--- config.mk ---
export PLATFORM = sky130hd
export DESIGN_NAME = key_scan_ctrl_flat
export DESIGN_NICKNAME = d
export VERILOG_FILES = /design/src/rtl/key_scan_ctrl_if.sv /design/src/rtl/key_scan_ctrl.sv /design/src/flat_wrapper.sv
export SDC_FILE = /design/constraint.sdc
export NUM_CORES = 1
export LEC_CHECK = 0
export CAP_MARGIN = 20
export CORE_MARGIN = 8
export CORE_UTILIZATION = 41
export CTS_BUF_LIST = sky130_fd_sc_hd__clkbuf_4
export CTS_CLUSTER_DIAMETER = 50
export DETAILED_ROUTE_END_ITERATION = 8
export DONT_BUFFER_PORTS = 1
export GPL_ROUTABILITY_DRIVEN = 0
export GPL_TIMING_DRIVEN = 0
export PLACE_DENSITY = 0.64
export SYNTH_ARGS = -nofsm -noshare
export SYNTH_HDL_FRONTEND = slang
export SYNTH_SLANG_ARGS = --single-unit
--- constraint.sdc ---
create_clock -name clk_5MHz -period 6.6 [get_ports clk_5MHz]
set_input_delay 1.32 -clock clk_5MHz [delete_from_list [all_inputs] [get_ports clk_5MHz]]
set_output_delay 1.32 -clock clk_5MHz [all_outputs]
set_load 0.02 [all_outputs]
--- src/rtl/key_scan_ctrl_if.sv ---
// key_scan_ctrl_if
// Change-event handshake between the key scanner and its consumer, which is
// the sequencer or the recorder.
//   ev_valid : master -> slave, a change event is pending
//   ev_code  : master -> slave, the IOs value carried by the event
//   ev_ready : slave -> master, the consumer accepts the event
interface key_scan_ctrl_if;
  logic       ev_valid;
  logic [9:0] ev_code;
  logic       ev_ready;

  modport master (output ev_valid, output ev_code, input ev_ready);
  modport slave  (input ev_valid, input ev_code, output ev_ready);
endinterface

--- src/rtl/key_scan_ctrl.sv ---
// key_scan_ctrl
// Scan controller for a 3-octave x 7-key matrix.
// - Drives the octave rows one-hot and samples the seven columns.
// - Debounces whole scan frames.
// - Picks one pressed key and presents it in key_encoder format:
//     IOs[9:7] = octave one-hot
//     IOs[6:0] = key one-hot
// - Reports every change of IOs through a valid/ready event.
//
// Ports
//   clk_5MHz : system clock; all logic runs on the rising edge
//   rst      : synchronous reset, active-high
//   col_in   : key columns, active-high when pressed, already synchronised
//   row_sel  : one-hot octave drive (bit0 low, bit1 medium, bit2 high)
//   IOs      : selected key; all zeros when no key is pressed
//   ev       : change-event handshake (master side)
//
// Optional feature: define KEY_SCAN_GHOST_REJECT_EN to reject ghost frames.
// A ghost frame has three or more keys down and two rows sharing a column.
module key_scan_ctrl #(
  parameter int SETTLE_CYC      = 5000,
  parameter int DEBOUNCE_FRAMES = 4
) (
  input  logic             clk_5MHz,
  input  logic             rst,
  input  logic [6:0]       col_in,
  output logic [2:0]       row_sel,
  output logic [9:0]       IOs,
  key_scan_ctrl_if.master  ev
);

  localparam logic [15:0] SETTLE_LAST = 16'(SETTLE_CYC - 1);
  localparam logic [3:0]  DEB_MAX     = 4'(DEBOUNCE_FRAMES);

  typedef enum logic [1:0] {IDLE, SETTLE, SAMPLE, EVAL} state_t;

  state_t          r_state, w_state_next;
  logic [1:0]      r_row, w_row_next;
  logic [15:0]     r_cnt, w_cnt_next;
  logic [2:0]      r_row_sel, w_row_sel_next;
  logic [2:0][6:0] r_frame, r_prev, r_stable;
  logic [3:0]      r_match, w_match_upd;
  logic [9:0]      r_ios, w_sel;
  logic            r_ev_valid;
  logic [9:0]      r_ev_code;
  logic            w_ghost;
  logic [2:0]      w_row_any;
  logic [2:0][6:0] w_row_low;

  // Scan sequencing
  always_ff @(posedge clk_5MHz) begin
    if (rst) begin
      r_state   <= IDLE;
      r_row     <= 2'd0;
      r_cnt     <= 16'd0;
      r_row_sel <= 3'b000;
    end else begin
      r_state   <= w_state_next;
      r_row     <= w_row_next;
      r_cnt     <= w_cnt_next;
      r_row_sel <= w_row_sel_next;
    end
  end

  always_comb begin
    w_state_next   = r_state;
    w_row_next     = r_row;
    w_cnt_next     = r_cnt;
    w_row_sel_next = 3'b000;
    case (r_state)
      IDLE: begin
        w_state_next = SETTLE;
        w_row_next   = 2'd0;
        w_cnt_next   = 16'd0;
      end
      SETTLE: begin
        if (r_cnt == SETTLE_LAST) w_state_next = SAMPLE;
        else                      w_cnt_next   = r_cnt + 16'd1;
      end
      SAMPLE: begin
        if (r_row == 2'd2) begin
          w_state_next = EVAL;
        end else begin
          w_state_next = SETTLE;
          w_row_next   = r_row + 2'd1;
          w_cnt_next   = 16'd0;
        end
      end
      EVAL: begin
        w_state_next = SETTLE;
        w_row_next   = 2'd0;
        w_cnt_next   = 16'd0;
      end
      default: w_state_next = IDLE;
    endcase
    // row_sel is registered, so it is decoded from the upcoming state. The
    // row is then driven through its SETTLE and SAMPLE cycles.
    if (w_state_next == SETTLE || w_state_next == SAMPLE)
      w_row_sel_next = 3'b001 << w_row_next;
  end

  // Frame debounce
  always_comb begin
    if (r_frame == r_prev) w_match_upd = (r_match >= DEB_MAX) ? DEB_MAX : r_match + 4'd1;
    else                   w_match_upd = 4'd1;
  end

`ifdef KEY_SCAN_GHOST_REJECT_EN
  always_comb begin
    w_ghost = ($countones(r_frame) >= 3) &&
              (|((r_frame[0] & r_frame[1]) | (r_frame[0] & r_frame[2]) | (r_frame[1] & r_frame[2])));
  end
`else
  always_comb w_ghost = 1'b0;
`endif

  always_ff @(posedge clk_5MHz) begin
    if (rst) begin
      r_frame  <= '0;
      r_prev   <= '0;
      r_stable <= '0;
      r_match  <= 4'd0;
    end else begin
      if (r_state == SAMPLE) r_frame[r_row] <= col_in;
      if (r_state == EVAL) begin
        if (w_ghost) begin
          // A ghost frame breaks the run but does not become the new reference.
          r_match <= 4'd0;
        end else begin
          r_match <= w_match_upd;
          r_prev  <= r_frame;
          if (w_match_upd >= DEB_MAX) r_stable <= r_frame;
        end
      end
    end
  end

  // Key selection: the lowest active row wins. Inside that row, x & -x
  // isolates the lowest pressed column.
  for (genvar gi = 0; gi < 3; gi++) begin : g_row
    assign w_row_any[gi] = |r_stable[gi];
    assign w_row_low[gi] = r_stable[gi] & (~r_stable[gi] + 7'd1);
  end

  always_comb begin
    w_sel = 10'd0;
    if      (w_row_any[0]) w_sel = {3'b001, w_row_low[0]};
    else if (w_row_any[1]) w_sel = {3'b010, w_row_low[1]};
    else if (w_row_any[2]) w_sel = {3'b100, w_row_low[2]};
  end

  // IOs and change event. A new change always overwrites the event, so the
  // latest value wins even if the consumer has not taken the previous one.
  always_ff @(posedge clk_5MHz) begin
    if (rst) begin
      r_ios      <= 10'd0;
      r_ev_valid <= 1'b0;
      r_ev_code  <= 10'd0;
    end else begin
      r_ios <= w_sel;
      if (w_sel != r_ios) begin
        r_ev_valid <= 1'b1;
        r_ev_code  <= w_sel;
      end else if (r_ev_valid && ev.ev_ready) begin
        r_ev_valid <= 1'b0;
      end
    end
  end

  assign row_sel     = r_row_sel;
  assign IOs         = r_ios;
  assign ev.ev_valid = r_ev_valid;
  assign ev.ev_code  = r_ev_code;

endmodule

--- src/flat_wrapper.sv ---
// flat-port wrapper written by rule: the top's interface ports become plain ports
module key_scan_ctrl_flat 
#(
  parameter int SETTLE_CYC      = 5000,
  parameter int DEBOUNCE_FRAMES = 4
)
  (clk_5MHz, rst, col_in, row_sel, IOs, ev_ev_valid, ev_ev_code, ev_ev_ready);
  key_scan_ctrl_if ev_i ();
  input  logic clk_5MHz;
  input  logic rst;
  input  logic [6:0] col_in;
  output logic [2:0] row_sel;
  output logic [9:0] IOs;
  output wire logic [$bits(ev_i.ev_valid)-1:0] ev_ev_valid;
  output wire logic [$bits(ev_i.ev_code)-1:0] ev_ev_code;
  input wire logic [$bits(ev_i.ev_ready)-1:0] ev_ev_ready;
  assign ev_ev_valid = ev_i.ev_valid;
  assign ev_ev_code = ev_i.ev_code;
  assign ev_i.ev_ready = ev_ev_ready;
  key_scan_ctrl #(.SETTLE_CYC(SETTLE_CYC), .DEBOUNCE_FRAMES(DEBOUNCE_FRAMES)) u_core (.clk_5MHz(clk_5MHz), .rst(rst), .col_in(col_in), .row_sel(row_sel), .IOs(IOs), .ev(ev_i));
endmodule
Yosys cells after proc, flatten, opt, wreduce, memory -nomap -nowiden. Cells that the tools add are included.

Bitwise logic cells: 7. Equality and inequality tests: 11. Add/sub/neg operators: 6. Reduce and logical (&&, ||, !) cells: 12. Mux-type cells: 18. Shift operators: 1. $lt $le $gt $ge: 4.

Operators by type and width (count): $pmux W16 S3 (1); $mux W16 (2); $mux W10 (3); $add A7 B1 Y7 const B (3); $and A7 B7 Y7 (3); $bwmux W21 (1); $eq A21 B21 Y1 (1); $not A7 Y7 (3); $reduce_or A7 Y1 (3); $add A16 B1 Y16 const B (1); $eq A16 B13 Y1 const B (1); $demux W7 S2 (1); $ne A10 B10 Y1 (1); $eq A2 B2 Y1 const B (4); $ge A4 B3 Y1 const B (2); $mux W4 (2); $mux W7 (1); $mux W2 (3); $pmux W2 S3 (1); $add A4 B1 Y4 const B (1); $eq A2 B1 Y1 const B (2); $ne A2 B2 Y1 const B (2); $pmux W2 S2 (1); $reduce_and A2 Y1 (2); 11 further kinds (14).

Output and inout port bits: 24. Logic and storage cells: 76. Register bits after elaboration: 111. Bits of input ports: 10.

Logic depth before layout (Yosys ltp). Gate-level depths: netlist of the first run.

Depth in word-level cells: 8. Depth in mapped cells: 10. Mapped depth without buffers: 9.

Worst setup path before layout of the first run. Ideal clock, no wire load.

Path type: flip-flop to flip-flop. Start point: reg u_core.r_stable[0] in the netlist's numbering. End point: reg u_core.r_ev_code[1] (netlist: u_core.ev.ev_code[1]). Path buffers: 2. Data arrival time: 2.596 ns. Setup slack: 3.882 ns. Required time: 6.479 ns. Cell stages (with the launch flop): 10. Setup time: 0.121 ns. Period minus slack after synthesis: 2.718 ns. Cell sequence: dfxtp_1 -> or4_1 -> buf_2 -> or2_1 -> o21ba_1 -> a311oi_2 -> nand4_1 -> nor4_2 -> buf_6 -> mux2_4.

Word-level cells in the longest chain between the ends: 5. Elaborated cells on any way between the ends: 6. Those cells by class: 1 x add/sub; 1 x eq/ne; 1 x mux; 2 x bitwise; 1 x reduce/logical.

RTL lines: start: declaration (RTL line key_scan_ctrl.sv:41) `logic [2:0][6:0] r_frame, r_prev, r_stable;`; start signal: assignment (RTL line key_scan_ctrl.sv:132) `if (w_match_upd >= DEB_MAX) r_stable <= r_frame;`; $not A7 Y7 (RTL line key_scan_ctrl.sv:142) `assign w_row_low[gi] = r_stable[gi] & (~r_stable[gi] + 7'd1);`; $add A7 B1 Y7 (RTL line key_scan_ctrl.sv:142); $and A7 B7 Y7 (RTL line key_scan_ctrl.sv:142); $mux W10 (*) (RTL line key_scan_ctrl.sv:147) `if (w_row_any[0]) w_sel = {3'b001, w_row_low[0]};`; $ne A10 B10 Y1 (RTL line key_scan_ctrl.sv:161) `if (w_sel != r_ios) begin`; end signal: assignment (RTL line key_scan_ctrl.sv:163) `r_ev_code <= w_sel;`; end: declaration (RTL line key_scan_ctrl.sv:45) `logic [9:0] r_ev_code;`.

Every way passes the cells marked *; elsewhere a longest branch is shown, timed or not. A chain may end at the register's enable or synchronous reset.

Final worst setup path of the first run.
Start point: reg u_core.r_stable[0] in the netlist's numbering. End point: reg u_core.r_ev_code[6] (netlist: u_core.ev.ev_code[6]).

Same word-level chain as after synthesis.

==> flow_summary.json, run 1 <==
{
  "result_of_the_run": "finished clean",
  "area_growth_pct": 6.425,
  "worst_setup_hold_path_clk_slew_ps": 160,
  "wl_mm": 11.67,
  "io_buffers": 0,
  "tritoncts_clock_tree": "yes",
  "grt_pass1_vias": 3740,
  "dr_total_vias": 3988,
  "crit_type": "flop to flop",
  "antenna_found_initial": 0,
  "synth_fp_nets": 583,
  "yosysMostFrequentCell": "sky130_fd_sc_hd__dfxtp_1",
  "post_route_cells_drive_above_1_share": 0.06518,
  "wl_per_cell_um": 15.99,
  "detailed_place_hpwl_mm": 8.895,
  "yosys.area.top_type": "sky130_fd_sc_hd__dfxtp_1",
  "ff2ff_setup_slack_ps": 3630,
  "crit_path_frequent_cell": "sky130_fd_sc_hd__buf_2",
  "insertedDiodeCount": 0,
  "cts_hold_buffers": 0,
  "grt-ovfl-total": 0,
  "share_comb_of_total_power": 0.016,
  "cellLeakagePower_nw": 1.896,
  "ctsHtreeMaxLevel": 3,
  "final_net_count": 594,
  "routed_via_density": 5.463,
  "worstMarginPinSlew_ps": 671.3,
  "post_synth_edffs": 0,
  "die_area_um2": 15730,
  "timing.slew.headroom": 0.5484,
  "final-hold-violation-count": 0,
  "min-delay-start": "u_core.r_prev[5]",
  "final.setup_skew_ps": 24.34,
  "post-cts-setup-buffer-count": 0,
  "floorplan.initialDensity": 0.4137,
  "final-max-slew-violation-count": 0,
  "yosysWarningCount": 0,
  "seq_power_share": 0.661,
  "regArea_um2": 2222,
  "drv.max_cap_violation_count": 0,
  "synth_cell_types": 57,
  "timing.setup.tns_ps": 0,
  "cp_max_fo": 10,
  "power.share.switching": 0.2203,
  "rows": 40,
  "path_buf_inv": 3,
  "synthDominantCellAreaShare": 0.4528,
  "io-pin-count": 34,
  "detailedRoute.firstPassIterationCount": 4,
  "netlist_top_cells_count": "sky130_fd_sc_hd__dfxtp_1 (111), sky130_fd_sc_hd__nand2_1 (81), sky130_fd_sc_hd__nor2_1 (58)",
  "grt_start_max_net_pins": 18,
  "synth_async_sr_flop_share": 0,
  "worst_path_max_delay_cell": "sky130_fd_sc_hd__or4_1",
  "timing.final.ws_setup_ps": 3635,
  "number_of_drc_violations_after_detailed_routing_iteration_0": 251,
  "power.share.clock": 0.323,
  "timing.fmax_mhz": 337.2,
  "p_sw_mw": 0.2244,
  "synth_ff_type": "sky130_fd_sc_hd__dfxtp_1",
  "route.detailed.drc": 0,
  "grt_usage": 0.1504,
  "fp.dieH_um": 125.4,
  "period_needed_ps": 2965,
  "cell_chain_critical_path": "or4_1 > buf_2 > or2_1 > buf_2 > a311oi_2 > nand4_1 > nor4_2 > buf_6 > mux2_4",
  "final.fill_count": 1178,
  "proportion_of_synthesized_chip_area_in_sequential_cells": 0.4528,
  "route.antenna.remaining_nets": 0,
  "ys_seq_elements": 111,
  "multiInputGateArea_um2": 2519,
  "cts.repair.resized": 0,
  "synth_area_leaders": "sky130_fd_sc_hd__dfxtp_1 (45%), sky130_fd_sc_hd__nand2_1 (6.2%), sky130_fd_sc_hd__a21oi_1 (5.8%)",
  "cp_data_arrival_time_ps": 3330,
  "floorplan.core_area_um2": 11860,
  "final.period_utilization": 0.4493,
  "worst_ir_drop_vdd_uv": 162.3,
  "reg2reg_from": "u_core.r_stable[0]",
  "cpLargestDelayFamily": "simple AND/OR/NAND/NOR gates",
  "die_width_um": 125.4,
  "numClockSinks": 111,
  "synthCells": 568,
  "cts.path.max_buffers": 2,
  "detailedPlace.worstSlack_ps": 3652,
  "first_pass_grt_wire_length_mm": 19.14,
  "clk_root_buffer_cell": "sky130_fd_sc_hd__clkbuf_4",
  "cts_made_buffers": 9,
  "clk-insertion-delay-late_ps": 460,
  "power_density_nw_per_um2": 195.0,
  "internal_power_mw": 0.7942,
  "worst_ep_required_time_ps": 6970,
  "syn-mean-instance-area_um2": 8.639,
  "total_power_mw": 1.019,
  "cpPeakStageDelay_ps": 520,
  "finalSetupViolations": 0,
  "synth.cell_area_um2": 4907,
  "worst_hold_path_type": "flop to flop",
  "worstSetupStartpointType": "flop",
  "timing.critical_path.to_type": "flop",
  "rsz0062_at_grt": "no",
  "worst_setup_path_startpoint": "u_core.r_stable[0]"
}
-- flip-flops by register name (all words and copies together) (netlist names) --
register	flops
u_core.r_state	2
u_core.r_row	2
u_core.ev.ev_code	10
u_core.r_stable	21
u_core.row_sel	3
u_core.r_frame	21
u_core.IOs	10
u_core.r_cnt	16
u_core.r_match	4
u_core.ev.ev_valid	1
u_core.r_prev	21
-- cell families after synthesis --
logic type      share of synthesized area
compound gates                     0.1132
fa+ha+maj                         0.01275
xor+xnor                          0.06068
flops                              0.4528
simple gates                       0.2499
buf+inv                           0.03391
mux                               0.07675
-- power by group through the flow --
stage	logic, mW	registers, mW	clock network, mW
5_1_grt	0.0184	0.674	0.373
6_report	0.0165	0.673	0.329
4_1_cts	0.0166	0.673	0.345
3_3_place_gp	0.0163	0.687	0
3_5_place_dp	0.0166	0.687	0
2_1_floorplan	0.0114	0.687	0
-- placed cells by master, fill, tap and decap left out, types with 10 or more instances in the layout --
cell	count
sky130_fd_sc_hd__mux2i_1	23
sky130_fd_sc_hd__nor4_1	16
sky130_fd_sc_hd__clkbuf_4	10
sky130_fd_sc_hd__xor2_1	24
sky130_fd_sc_hd__or3_1	11
sky130_fd_sc_hd__dfxtp_1	111
sky130_fd_sc_hd__nor2b_1	13
sky130_fd_sc_hd__o21ai_0	10
sky130_fd_sc_hd__nor2_1	58
sky130_fd_sc_hd__nand2_1	81
sky130_fd_sc_hd__a21oi_1	57
sky130_fd_sc_hd__clkbuf_1	24
sky130_fd_sc_hd__nand3_1	28
sky130_fd_sc_hd__xnor2_1	10
-- path summary, 6_finish.rpt --
check	cells past startpoint	to
min reg2reg	2	u_core.r_prev[5]
min	2	u_core.r_prev[5]
max	9	u_core.ev.ev_code[6]
max reg2reg	9	u_core.ev.ev_code[6]
-- worst reg2reg max path, stage by stage (launching register included) --
cell	delay (ps)
sky130_fd_sc_hd__dfxtp_1	400
sky130_fd_sc_hd__or4_1	530
sky130_fd_sc_hd__buf_2	180
sky130_fd_sc_hd__or2_1	250
sky130_fd_sc_hd__buf_2	180
sky130_fd_sc_hd__a311oi_2	240
sky130_fd_sc_hd__nand4_1	170
sky130_fd_sc_hd__nor4_2	390
sky130_fd_sc_hd__buf_6	230
sky130_fd_sc_hd__mux2_4	310
-- final cells by class --
type | instances | area share
Buffer | 32 | 0.02540
Clock inverter | 5 | 0.01078
Inverter | 9 | 0.006469
Tap cell | 147 | 0.03522
Sequential cell | 111 | 0.4255
Multi-Input combinational cell | 416 | 0.4823
Clock buffer | 10 | 0.01437
-- stage by stage --
step | utilization | instances | instance area, um2 | hold slack [ps]
CTS | 0.4403 | 730 | 5223 | 480.5
detailed placement | 0.4292 | 715 | 5091 | 460.1
finish | 0.4403 | 730 | 5223 | 479.5
global route | 0.4403 | 730 | 5223 | 505.6
global placement | 0.4292 | 715 | 5091 | 454.6
floorplan | - | 568 | 4907 | 447.8
-- metal layers --
| layer | track usage | wire length, um | vias up |
|---|---|---|---|
| met3 | 0.05950 | 753 | 14 |
| met5 | 0 | 0 | - |
| li1 | - | - | 2004 |
| met2 | 0.2285 | 5207 | 98 |
| met1 | 0.1904 | 5553 | 1872 |
| met4 | 0.04943 | 159 | 0 |
Power figures use the tool's default switching activity.
==> run 2, diff against run 1 <==
Settings changed: PLACE_DENSITY 0.64 to 0.66.
Clock period 6.6 ns to 2.6 ns, I/O delays scaled along.
==> run 2 against run 1 <==
Effect of this change:
- the run now ends with negative setup slack left
- sequential power increased to 2.5 times the previous value
- global-route usage is 0.13 points higher
- critical path depth is the same
- clock skew increased by 2.1 ps
- worst setup slack got worse by 3800 ps
- sequential share of layout area is 1.4 points lower
- sequential cell count unchanged
- critical endpoint is now u_core.ev.ev_code[2]
- design area increased by 3.8%
==> flow_summary.json, run 2 (synthesis gave the netlist of run 1 again) <==
{
  "result_of_the_run": "finished with violations",
  "failed_checks": "negative setup slack",
  "numClockSinks": 111,
  "drv.max_cap_violation_count": 0,
  "first_pass_grt_wire_length_mm": 19.44,
  "floorplan.core_area_um2": 11860,
  "finalSetupViolations": 11,
  "cts.path.max_buffers": 2,
  "crit_path_end": "u_core.ev.ev_code[2]",
  "rows": 40,
  "tritoncts_clock_tree": "yes",
  "route.detailed.drc": 0,
  "cp_data_arrival_time_ps": 3180,
  "wl_per_cell_um": 16.05,
  "routed_via_density": 5.556,
  "area_of_all_placed_cells_without_fillers_um2": 5423,
  "timing.fmax_mhz": 358.3,
  "grt_usage": 0.1517,
  "final-max-slew-violation-count": 0,
  "io-pin-count": 34,
  "clk-insertion-delay-late_ps": 500,
  "cellLeakagePower_nw": 1.986,
  "area_growth_pct": 10.50,
  "antenna_found_initial": 1,
  "timing.critical_path.to_type": "flop",
  "grt-ovfl-total": 0,
  "cp_max_fo": 5,
  "cts_made_buffers": 9,
  "fp.dieH_um": 125.4,
  "top_regs": "u_core.r_frame: 21 flops, u_core.r_prev: 21 flops, u_core.r_stable: 21 flops",
  "period_needed_ps": 2791,
  "worst_setup_hold_path_clk_slew_ps": 160,
  "final-hold-violation-count": 0,
  "route.antenna.remaining_nets": 0,
  "final.fill_count": 1180,
  "detailed_place_hpwl_mm": 8.817,
  "timing.final.ws_setup_ps": -190.7,
  "final.setup_skew_ps": 26.47,
  "grt_pass1_vias": 3888,
  "number_of_drc_violations_after_detailed_routing_iteration_0": 357,
  "rsz0062_at_grt": "yes",
  "die_width_um": 125.4,
  "grt_start_max_net_pins": 20,
  "cts_hold_buffers": 0,
  "worstMarginPinSlew_ps": 669.4,
  "post_route_cells_drive_above_1_share": 0.1096,
  "final.period_utilization": 1.073,
  "io_buffers": 0,
  "layout_common_cells": "sky130_fd_sc_hd__dfxtp_1 (107), sky130_fd_sc_hd__nand2_1 (81), sky130_fd_sc_hd__nor2_1 (57)",
  "crit_type": "flop to flop",
  "placed_cell_area_um2": 5101,
  "die_area_um2": 15730,
  "dr_total_vias": 4117,
  "worstSetupStartpointType": "flop",
  "detailedPlace.worstSlack_ps": -256.4,
  "final_net_count": 603,
  "detailedRoute.firstPassIterationCount": 5,
  "power_density_nw_per_um2": 488.4,
  "timing.slew.headroom": 0.5496,
  "timing.setup.tns_ps": -1889,
  "r2r.worst_path.cells": 9,
  "clk_root_buffer_cell": "sky130_fd_sc_hd__clkbuf_4",
  "commonest_non_fill_non_tap_cell_in_the_layout": "sky130_fd_sc_hd__dfxtp_1",
  "reg2reg_from": "u_core.r_stable[0]",
  "worst_ir_drop_vdd_uv": 344.0,
  "ff2ff_setup_slack_ps": -190,
  "final_core_util": 0.4572,
  "worst_ep_required_time_ps": 2990,
  "worst_hold_path_type": "input port to flop",
  "worst_setup_path_startpoint": "u_core.r_stable[0]",
  "floorplan.initialDensity": 0.4137,
  "ctsHtreeMaxLevel": 3,
  "wl_mm": 11.89,
  "worst_r2r_end": "u_core.ev.ev_code[2]"
}
[run 2: cell types whose count changed in the layout (fill, tap and decap cells not counted), sizes merged]
cell	change
buf	+11
clkbuf	-3
inv	+2
diode	+1
[run 2: through the flow]
stage / std cells / hold WS [ps] / power (mW)
after global routing: 741 / 64.82 / 2.738
after global placement: 715 / 453.9 / 1.786
after floorplan: 568 / 447.8 / 1.773
after CTS: 738 / 77.48 / 2.674
after detailed placement: 715 / 462.4 / 1.786
final: 741 / 107.1 / 2.649
[run 2: worst max-delay path, cell delays in order (launching register included)]
cell	delay [ps]
sky130_fd_sc_hd__dfxtp_4	380
sky130_fd_sc_hd__or4_4	530
sky130_fd_sc_hd__buf_6	140
sky130_fd_sc_hd__o21ai_1	110
sky130_fd_sc_hd__o41ai_1	90
sky130_fd_sc_hd__nor4_1	410
sky130_fd_sc_hd__o311ai_2	210
sky130_fd_sc_hd__nor4_4	350
sky130_fd_sc_hd__buf_6	190
sky130_fd_sc_hd__mux2_4	300
[run 2: worst min-delay path by stage]
stage,from,end,slack [ps],cells past startpoint
final,rst,u_core.IOs[9],110,1
after CTS,rst,u_core.IOs[9],80,1
after floorplan,u_core.r_prev[0],u_core.r_prev[0],450,2
after detailed placement,u_core.r_prev[4],u_core.r_prev[4],460,2
after global placement,u_core.r_prev[16],u_core.r_prev[16],450,2
after global routing,rst,u_core.IOs[9],60,1
[run 2: report_power, final]
group | switching [mW] | internal (mW) | total, mW
sequential | 0.00340 | 1.70 | 1.71
clock | 0.593 | 0.306 | 0.899
combinational | 0.0330 | 0.00856 | 0.0415
[run 2: area by class of cell]
| class | instances | area [um2] | share of cell area |
|---|---|---|---|
| multi-input combinational | 416 | 2600 | 0.4795 |
| sequential | 111 | 2230 | 0.4112 |
| tap | 147 | 183.9 | 0.03392 |
| buffer | 30 | 138.9 | 0.02561 |
| timing repair buffer | 11 | 90.09 | 0.01661 |
| clock inverter | 7 | 76.32 | 0.01407 |
| clock buffer | 9 | 67.56 | 0.01246 |
| inverter | 9 | 33.78 | 0.006230 |
| antenna | 1 | 2.502 | 0.0004615 |
[run 2: repair_timing]
action	in CTS	in global routing
setup endpoints to repair	31	32
buffers inserted	6	4
hold endpoints to repair	0	0
gates resized for setup	23	4
cloned	1	0
pin swaps	5	3
[run 2: per-layer routing]
metal	wire length, um	up-vias	global-route usage
met4	184	0	0.05158
met2	5335	133	0.2371
met5	0	-	0
met1	5473	1948	0.1910
met3	900	21	0.05185
li1	-	2015	-
==> run 3, diff against run 2 <==
Settings changed: MAX_ROUTING_LAYER set to met4.
==> run 3 against run 2 <==
Effect of this change:
- the run still ends with negative setup slack left
- clock power down 0.6%
- register-to-register slack better by 20 ps
- die area unchanged
- power down 0.18%
- utilization unchanged
- cell count unchanged
- combinational power about the same
- wire length down 0.34%
- largest cell class unchanged
==> flow_summary.json, run 3 (synthesis gave the netlist of run 1 again) <==
{
  "result_of_the_run": "finished with violations",
  "failed_checks": "negative setup slack",
  "timing.critical_path.to_type": "flop",
  "worst_ir_drop_vdd_uv": 338.9,
  "grt_start_max_net_pins": 20,
  "die_area_um2": 15730,
  "floorplan.core_area_um2": 11860,
  "grt_pass1_vias": 3890,
  "cts_hold_buffers": 0,
  "crit_type": "flop to flop",
  "final-hold-violation-count": 0,
  "layout_common_cells": "sky130_fd_sc_hd__dfxtp_1 (107), sky130_fd_sc_hd__nand2_1 (81), sky130_fd_sc_hd__nor2_1 (57)",
  "detailedRoute.firstPassIterationCount": 5,
  "cp_max_fo": 5,
  "timing.setup.tns_ps": -1654,
  "final-max-slew-violation-count": 0,
  "grt_usage": 0.1557,
  "worstMarginPinSlew_ps": 662.2,
  "final.period_utilization": 1.066,
  "post_route_cells_drive_above_1_share": 0.1096,
  "tritoncts_clock_tree": "yes",
  "worstSetupStartpointType": "flop",
  "wl_mm": 11.85,
  "drv.max_cap_violation_count": 0,
  "final_cell_count_no_fill": 741,
  "cts.path.max_buffers": 2,
  "final_net_count": 603,
  "wl_per_cell_um": 16.00,
  "internal_power_mw": 2.020,
  "power.share.switching": 0.2361,
  "ctsHtreeMaxLevel": 3,
  "worst_ep_required_time_ps": 2980,
  "cellLeakagePower_nw": 1.986,
  "power.share.clock": 0.338,
  "clk_root_buffer_cell": "sky130_fd_sc_hd__clkbuf_4",
  "fin_hold_ws_ps": 112.8,
  "area_of_all_placed_cells_without_fillers_um2": 5423,
  "finalSetupViolations": 11,
  "dr_total_vias": 4110,
  "timing.slew.headroom": 0.5545,
  "fp.dieH_um": 125.4,
  "commonest_non_fill_non_tap_cell_in_the_layout": "sky130_fd_sc_hd__dfxtp_1",
  "regArea_um2": 2230,
  "timing.final.ws_setup_ps": -170.4,
  "detailedPlace.worstSlack_ps": -256.4,
  "final_core_util": 0.4572,
  "top_regs": "u_core.r_frame: 21 flops, u_core.r_prev: 21 flops, u_core.r_stable: 21 flops",
  "antenna_found_initial": 1,
  "detailed_place_hpwl_mm": 8.817,
  "worst_setup_hold_path_clk_slew_ps": 170,
  "floorplan.initialDensity": 0.4137,
  "numClockSinks": 111,
  "timing.fmax_mhz": 361.0,
  "io-pin-count": 34,
  "cts_made_buffers": 9,
  "seq_power_share": 0.646,
  "grt-ovfl-total": 0,
  "share_comb_of_total_power": 0.016,
  "period_needed_ps": 2770,
  "die_width_um": 125.4,
  "total_power_mw": 2.644,
  "p_sw_mw": 0.6243,
  "route.antenna.remaining_nets": 0,
  "io_buffers": 0,
  "route.detailed.drc": 0,
  "routed_via_density": 5.547,
  "placed_cell_area_um2": 5101,
  "number_of_drc_violations_after_detailed_routing_iteration_0": 367,
  "clk-insertion-delay-late_ps": 490,
  "final.fill_count": 1180,
  "worst_hold_path_type": "input port to flop",
  "place.detailed.instances": 715,
  "rsz0062_at_grt": "yes",
  "rows": 40,
  "cp_data_arrival_time_ps": 3150,
  "power_density_nw_per_um2": 487.6,
  "multiInputGateArea_um2": 2600,
  "area_growth_pct": 10.50,
  "final.setup_skew_ps": 27.55,
  "first_pass_grt_wire_length_mm": 19.41
}
-- run 3: cell counts in the layout (fill, tap and decap cells not counted) --
No cell type changed its count.
-- run 3: worst paths after layout --
check | from | end | slack [ps] | cells after the start
worst min register to register | u_core.r_prev[4] | u_core.r_prev[4] | 480 | 2
worst min-delay path | rst | u_core.IOs[9] | 110 | 1
worst max-delay path | u_core.r_stable[0] | u_core.ev.ev_code[2] | -170 | 9
worst max register to register | u_core.r_stable[0] | u_core.ev.ev_code[2] | -170 | 9
-- run 3: layout make-up --
| class | count | area share |
|---|---|---|
| buffer | 30 | 0.02561 |
| inverter | 9 | 0.006230 |
| tap | 147 | 0.03392 |
| sequential | 111 | 0.4112 |
| timing repair buffer | 11 | 0.01661 |
| antenna | 1 | 0.0004615 |
| clock inverter | 7 | 0.01407 |
| multi-input combinational | 416 | 0.4795 |
| clock buffer | 9 | 0.01246 |
-- run 3: critical path, stage by stage (launching register included) --
cell	delay [ps]
sky130_fd_sc_hd__dfxtp_4	380
sky130_fd_sc_hd__or4_4	530
sky130_fd_sc_hd__buf_6	140
sky130_fd_sc_hd__o21ai_1	120
sky130_fd_sc_hd__o41ai_1	90
sky130_fd_sc_hd__nor4_1	390
sky130_fd_sc_hd__o311ai_2	200
sky130_fd_sc_hd__nor4_4	350
sky130_fd_sc_hd__buf_6	190
sky130_fd_sc_hd__mux2_4	300
-- run 3: timing repair --
| item | in CTS | in global routing |
|---|---|---|
| setup buffers | 6 | 4 |
| pin swaps | 5 | 3 |
| setup endpoints to repair | 31 | 32 |
| resized for setup | 23 | 4 |
| cloned | 1 | 0 |
-- run 3: power by group through the flow --
| stage | registers (mW) | logic (mW) | clock network (mW) |
|---|---|---|---|
| after global routing | 1.71 | 0.0473 | 0.980 |
| after CTS | 1.71 | 0.0417 | 0.924 |
| after global placement | 1.74 | 0.0408 | 0 |
| after floorplan | 1.74 | 0.0289 | 0 |
| after detailed placement | 1.74 | 0.0415 | 0 |
| final | 1.71 | 0.0416 | 0.894 |
-- run 3: per-layer routing --
layer | track usage | part of all wire | vias up
li1 | - | - | 2014
met2 | 0.2371 | 0.45 | 138
met3 | 0.05015 | 0.076 | 11
met1 | 0.1918 | 0.46 | 1947
met4 | 0.04943 | 0.011 | 0
met5 | - | 0 | -
